$ cat src/rtl/mandelbrot_pixel_sink.sv
// Result-stream sink: maps iteration counts to colors and writes them to the framebuffer.
// Optional palette RAM replaces the fixed color map when MANDELBROT_PALETTE_EN is defined.
module mandelbrot_pixel_sink #(
    parameter int unsigned IW = 8,
    parameter int unsigned AW = 12,
    parameter int unsigned PW = 16
) (
    input  logic          clk,
    input  logic          rst_n,
    input  logic          clk_en,
    input  logic          start,
    input  logic [AW:0]   npixels,
    output logic          done,
    output logic [AW:0]   pix_left,
    input  logic          in_vld,
    output logic          in_rdy,
    input  logic [IW-1:0] in_dat,
    input  logic [AW-1:0] in_adr,
    output logic          mem_wr,
    input  logic          mem_ack,
    output logic [AW-1:0] mem_adr,
    output logic [PW-1:0] mem_dat
`ifdef MANDELBROT_PALETTE_EN
    ,
    input  logic          pal_we,
    input  logic [IW-1:0] pal_adr,
    input  logic [PW-1:0] pal_dat
`endif
);

    localparam int unsigned RGB_W = 16;

    typedef enum logic [1:0] {
        S_IDLE = 2'd0,
        S_RUN  = 2'd1,
        S_DONE = 2'd2
    } state_t;

    state_t        state_q;
    state_t        state_d;
    logic          start_q;
    logic          start_edge;
    logic          a_vld;
    logic [IW-1:0] a_dat;
    logic [AW-1:0] a_adr;
    logic          b_adv;
    logic          accept;
    logic          commit;
    logic [PW-1:0] color;

    assign start_edge = start && !start_q;
    assign b_adv      = !mem_wr || mem_ack;
    assign in_rdy     = (state_q == S_RUN) && clk_en && (!a_vld || b_adv);
    assign accept     = in_vld && in_rdy;
    assign commit     = clk_en && mem_wr && mem_ack;

`ifdef MANDELBROT_PALETTE_EN
    localparam int unsigned DEPTH = 1 << IW;

    logic [PW-1:0] pal_mem [DEPTH];

    // Palette RAM; contents are not reset
    always_ff @(posedge clk) begin
        if (clk_en && pal_we) begin
            pal_mem[pal_adr] <= pal_dat;
        end
    end

    // Read-before-write: stage B captures the old entry on a same-cycle write
    assign color = pal_mem[a_dat];
`else
    logic [RGB_W-1:0] rgb;

    // Fixed map: saturated iteration count renders black
    always_comb begin
        rgb = {a_dat[IW-1:IW-5], a_dat[IW-1:IW-6], ~a_dat[IW-1:IW-5]};
        if (a_dat == '1) begin
            rgb = '0;
        end
        color = PW'(rgb);
    end
`endif

    always_comb begin
        state_d = state_q;
        case (state_q)
            S_IDLE, S_DONE: begin
                if (clk_en && start_edge) begin
                    state_d = (npixels == '0) ? S_DONE : S_RUN;
                end
            end
            S_RUN: begin
                if (commit && pix_left == (AW+1)'(1)) begin
                    state_d = S_DONE;
                end
            end
            default: state_d = S_IDLE;
        endcase
    end

    always_ff @(posedge clk or negedge rst_n) begin
        if (!rst_n) begin
            state_q <= S_IDLE;
        end else begin
            state_q <= state_d;
        end
    end

    // Frame control: start edge detect, pixel countdown, done flag
    always_ff @(posedge clk or negedge rst_n) begin
        if (!rst_n) begin
            start_q  <= 1'b0;
            done     <= 1'b0;
            pix_left <= '0;
        end else if (clk_en) begin
            start_q <= start;
            done    <= (state_d == S_DONE);
            if (state_q != S_RUN && start_edge) begin
                pix_left <= npixels;
            end else if (state_q == S_RUN && commit && pix_left != '0) begin
                pix_left <= pix_left - (AW+1)'(1);
            end
        end
    end

    // Two-stage pipeline; stage B is the framebuffer write port
    always_ff @(posedge clk or negedge rst_n) begin
        if (!rst_n) begin
            a_vld   <= 1'b0;
            a_dat   <= '0;
            a_adr   <= '0;
            mem_wr  <= 1'b0;
            mem_adr <= '0;
            mem_dat <= '0;
        end else if (clk_en) begin
            if (b_adv) begin
                mem_wr <= a_vld;
                if (a_vld) begin
                    mem_adr <= a_adr;
                    mem_dat <= color;
                end
            end
            if (accept) begin
                a_vld <= 1'b1;
                a_dat <= in_dat;
                a_adr <= in_adr;
            end else if (b_adv) begin
                a_vld <= 1'b0;
            end
        end
    end

endmodule

$ cat config.mk
export PLATFORM = sky130hd
export DESIGN_NAME = mandelbrot_pixel_sink
export DESIGN_NICKNAME = d
export VERILOG_FILES = /design/src/rtl/mandelbrot_pixel_sink.sv
export SDC_FILE = /design/constraint.sdc
export NUM_CORES = 1
export LEC_CHECK = 0
export ABC_AREA = 0
export BUFFER_PORTS_ARGS = -buffer_cell sky130_fd_sc_hd__buf_2
export CELL_PAD_IN_SITES_DETAIL_PLACEMENT = 1
export CELL_PAD_IN_SITES_GLOBAL_PLACEMENT = 1
export CORE_MARGIN = 3
export CORE_UTILIZATION = 43
export CTS_CLUSTER_DIAMETER = 60
export DETAILED_ROUTE_END_ITERATION = 16
export GPL_TIMING_DRIVEN = 0
export PLACE_DENSITY_LB_ADDON = 0.1
export SLEW_MARGIN = 15
export SYNTH_ARGS = -nofsm -noshare
export SYNTH_HDL_FRONTEND = slang
export SYNTH_SLANG_ARGS = --single-unit
$ cat constraint.sdc
create_clock -name clk -period 3.79 [get_ports clk]
set_input_delay 0.1895 -clock clk [delete_from_list [all_inputs] [get_ports clk]]
set_output_delay 0.1895 -clock clk [all_outputs]
set_load 0.05 [all_outputs]
## Word-level counts from Yosys, hierarchy flattened

Index checks and enable logic that the tools add are counted.

| cells by class | value |
|---|---|
| $add $sub $neg | 1 |
| multiplexer cells | 9 |
| equal/unequal tests | 6 |
| reductions and logical operators | 27 |
| bitwise operators | 1 |

Operator list:

| operator | count |
|---|---|
| $mux 13 | 2 |
| $mux 16 | 1 |
| $eq 13x1->1 const B | 1 |
| $logic_not 13->1 | 1 |
| $reduce_bool 13->1 | 1 |
| $sub 13x1->13 const B | 1 |
| $logic_and 1x1->1 | 11 |
| $eq 8x8->1 const B | 1 |
| $reduce_and 2->1 | 4 |
| $mux 2 | 3 |
| $not 5->5 | 1 |
| $eq 2x2->1 const B | 2 |
| $pmux 2 s2 | 1 |
| $reduce_bool 2->1 | 2 |
| $logic_not 1->1 | 3 |
| $reduce_and 3->1 | 1 |
| $eq 2x1->1 const B | 1 |
| $logic_not 2->1 | 1 |
| $logic_or 1x1->1 | 2 |
| $mux 1 | 2 |
| $ne 2x1->1 const B | 1 |
| $reduce_or 2->1 | 1 |

| word-level totals | value |
|---|---|
| input bits | 39 |
| register bits | 67 |
| output and inout port bits | 44 |
| logic and storage cells | 54 |

## Longest topological paths before layout

| logic depth | value |
|---|---|
| depth in word-level cells | 7 |
| depth in mapped cells | 7 |
| depth with buffers taken out | 6 |

## Worst setup path after synthesis

Ideal clock, no wire load.

| timing | value |
|---|---|
| path kind | reg-to-reg |
| start point | register mem_wr |
| end point | register a_adr[1] |
| data required time | 3.665 ns |
| buffers on the path | 1 |
| arrival time | 1.930 ns |
| setup slack | 1.736 ns |
| library setup time | 0.125 ns |
| cell stages (with the launch flop) | 6 |
| period minus slack after synthesis | 2.054 ns |
| cells stage by stage | dfrtp_1 nand2b_1 o211a_1 nand2_1 buf_2 mux2_2 |

| on the way | value |
|---|---|
| cells in the longest elaborated chain, start to end | 6 |

Ends and longest elaborated chain:

| element | line | text |
|---|---|---|
| from (decl) | 19 | `output logic mem_wr,` |
| from (signal assigned) | 137 | `mem_wr <= a_vld;` |
| $logic_not 1->1 | 52 | `assign b_adv = !mem_wr \|\| mem_ack;` |
| $logic_or 1x1->1 | 52 |  |
| $logic_or 1x1->1 | 53 | `assign in_rdy = (state_q == S_RUN) && clk_en && (!a_vld \|\| b_adv);` |
| $logic_and 1x1->1 | 53 |  |
| net in_rdy | 16 | `output logic in_rdy,` |
| $logic_and 1x1->1 | 54 | `assign accept = in_vld && in_rdy;` |
| $reduce_and 2->1 (no source line) | - |  |
| to (signal assigned) | 146 | `a_adr <= in_adr;` |
| to (decl) | 45 | `logic [AW-1:0] a_adr;` |

The timed path passes the listed nets, and every way through them passes these cells.
A chain may end at the register's enable or synchronous reset.

## Worst setup path in the final report

| timing | value |
|---|---|
| start point | register pix_left[6] |
| end point | register pix_left[0] |

| on the way | value |
|---|---|
| cells in the longest elaborated chain, start to end | 4 |

Ends and longest elaborated chain:

| element | line | text |
|---|---|---|
| from (decl) | 14 | `output logic [AW:0] pix_left,` |
| from (signal assigned) | 119 | `pix_left <= npixels;` |
| from (signal assigned) | 121 | `pix_left <= pix_left - (AW+1)'(1);` |
| $reduce_bool 13->1 | 120 | `end else if (state_q == S_RUN && commit && pix_left != '0) begin` |
| $logic_and 1x1->1 | 120 |  |
| $reduce_bool 2->1 (no source line) | - |  |
| $reduce_and 2->1 (no source line) | - |  |

Every way passes these cells.

==> results.json <==
{
  "min-delay-start": "in_adr[3]",
  "hold_violations": 0,
  "yosysMostFrequentCell": "dfrtp_1",
  "vias": 2428,
  "power_mw": 3.41,
  "n_antenna_cell": 0,
  "grt_pass1_wl_um": 12700,
  "r2r_slack_ps": 1640,
  "tightest_slew_ps": 730,
  "grt_max_degree": 53,
  "synth-seq-cells": 62,
  "core_mm2": 0.00646,
  "holdWs_ps": 70.0,
  "worst-path-buf-inv": 1,
  "instances_no_fill": 427,
  "crit_slowest_cell": "nor4_1",
  "grt_overflow": 0,
  "dr.pass1.iters": 4,
  "p_leak_nw": 1.67,
  "layout.nets": 388,
  "post_cts_buffers": 0,
  "critical_path_class": "reg -> reg",
  "track_usage_pct": 21.7,
  "slowest_delay_ps": 660,
  "r2r-end": "pix_left[0]",
  "clkLatencyLatePin_ps": 340,
  "fmax_mhz": 465,
  "status": "finished clean",
  "vdd_drop_max_mv": 0.499,
  "num_rows": 29,
  "grt_pass1_vias": 2560,
  "antenna_found_initial": 0,
  "place_congestion": 0.881,
  "worst_hold_path.endpoint": "a_adr[3]",
  "synth_edf_count": 0,
  "numCtsBuffers": 9,
  "netlist_instances": 251,
  "finalCritPeriodShare_pct": 56.8,
  "async_flop_share_pct": 100,
  "rsz0062_at_grt": "false",
  "seq_area_frac_synth_pct": 53.4,
  "syn-num-nets": 293,
  "root_buffer": "clkbuf_8",
  "finalMaxSlewViolations": 0,
  "yosysUniqueCellTypes": 53,
  "cp.required_ps": 3950,
  "start_util_pct": 45.0,
  "htreeDepth": 3,
  "r2r_cells": 5,
  "drcViolationCount": 0,
  "placed_cells": 411,
  "reg2reg_from": "pix_left[6]",
  "ys.warnings.count": 0,
  "avgSynthCellArea_um2": 11.6,
  "cp.arrival_ps": 2310,
  "fin_tns_setup_ps": 0,
  "ys_top_cells_by_count": "dfrtp_1, mux2_2, nand2_1",
  "areaGrowthSynthToFinish_pct": 24.8,
  "slew-limit-headroom_pct": 50.9,
  "hpwl_um": 5800,
  "finalSetupViolCount": 0,
  "die_h_um": 88.2,
  "die_w_um": 88.2,
  "drv_cap": 0,
  "viasPerCell": 5.69,
  "synth_area_mm2": 0.00291,
  "worstPathMaxFanout": 10,
  "synth_ff_type": "dfrtp_1",
  "path_clk_slew_ps": 70,
  "cts_tree": "yes",
  "antenna_left": 0,
  "clkSinkCount": 62,
  "clockBufferDepth": 2,
  "critical-path-top-delay-family": "simple AND/OR/NAND/NOR gates",
  "finClkSkew_ps": 8.45,
  "powerDensity_mw_per_mm2": 940,
  "design.die.area_mm2": 0.00779,
  "place_ws_ps": 1710,
  "critPathCaptureType": "flop",
  "drt_iter0_drc": 76,
  "period_minus_slack_ps": 2150,
  "netlist.area_leader.share_pct": 53.4,
  "wirelength_um": 7920,
  "hp-class": "in -> reg",
  "io-pin-count": 83,
  "synth.area.top_cells": "dfrtp_1, mux2_2, a22o_1, nand2_1, nor2_1",
  "hold_depth": 2,
  "detail_route.wl_per_cell_um": 18.6,
  "startpoint_type": "flop",
  "yosys.area.top_type": "dfrtp_1",
  "io_buffers": 82,
  "worstPathCellList": "nor4_1, nand4_1, a21oi_1, buf_2, a221oi_1",
  "drive_gt1_share_pct": 42.0,
  "setup_slack_ps": 1640
}
[state kept, by name (all words and copies together), names as in the netlist, 2 cells and up]
| signal | flops |
|---|---|
| pix_left | 13 |
| a_adr | 12 |
| mem_adr | 12 |
| mem_dat | 11 |
| a_dat | 8 |
| state_q | 2 |
[metal layers]
| layer | global-route usage, % | share of wire, % | vias to the layer above |
|---|---|---|---|
| met2 | 38.1 | 53 | 64 |
| met5 | 0 | 0 | - |
| met1 | 25.5 | 41 | 1224 |
| met4 | 9.07 | 1.4 | 0 |
| met3 | 5.03 | 5.1 | 10 |
| li1 | - | - | 1130 |
[worst max-delay path by stage]
stage	start	to	slack, ps	cells after the start
after global placement	pix_left[6]	pix_left[0]	1760	5
after floorplan	mem_wr	a_adr[1]	1740	5
after detailed placement	pix_left[6]	pix_left[0]	1710	5
after global routing	pix_left[6]	pix_left[0]	1440	5
final	pix_left[6]	pix_left[0]	1640	5
after CTS	pix_left[6]	pix_left[0]	1660	5
[through the flow]
stage / instance area (um^2) / utilization (%)
detailed placement: 3440 / 53.3
finish: 3630 / 56.2
CTS: 3630 / 56.2
floorplan: 2910 / -
global route: 3630 / 56.2
global placement: 3410 / 52.9
[layout make-up]
class	count	area, um^2
inverters	5	18.8
multi-input cells	168	1250
flip-flops and latches	62	1550
well taps	77	96.3
plain buffers	16	86.3
clock buffers	12	155
clock inverters	3	20.0
fillers	734	2830
repair buffers	84	450
[cell families (layout without fill, tap and decap cells)]
family / after synthesis / count (layout) / synth area share [%]
and+or+nand+nor: 78 / 78 / 15.1
DFF: 62 / 62 / 53.4
AOI/OAI and AO/OA: 52 / 52 / 13.1
muxes: 35 / 35 / 13.5
buffers and inverters: 21 / 120 / 3.61
adders and majority gates: 3 / 3 / 1.29
[power by group]
part / switching [mW] / internal, mW
clock: 0.259 / 0.269
sequential: 0.237 / 0.942
combinational: 1.20 / 0.503
[cell usage in the layout, fill, tap and decap left out, types with 3 or more instances in the layout]
master    count
a21oi_1       8
nand2_1      15
mux2_2       32
clkbuf_1      6
nor2_1       11
nor3_1        7
inv_1         5
o22ai_1       3
buf_4         6
buf_2        87
a31oi_1       3
nand4_1       6
ha_1          3
and3_1        5
nor4_1        5
a22o_1        7
clkbuf_8     11
o21ai_1       3
nor2b_1       3
o21ai_0       6
nand3_1       5
nand2b_1      3
o32a_1        4
dfrtp_1      62
[timing repair]
action | 4_1_cts | 5_1_grt
endpoints found under the hold margin | 62 | 0
resized for setup | 0 | 0
hold buffers | 1 | 0
Power figures use the tool's default switching activity.
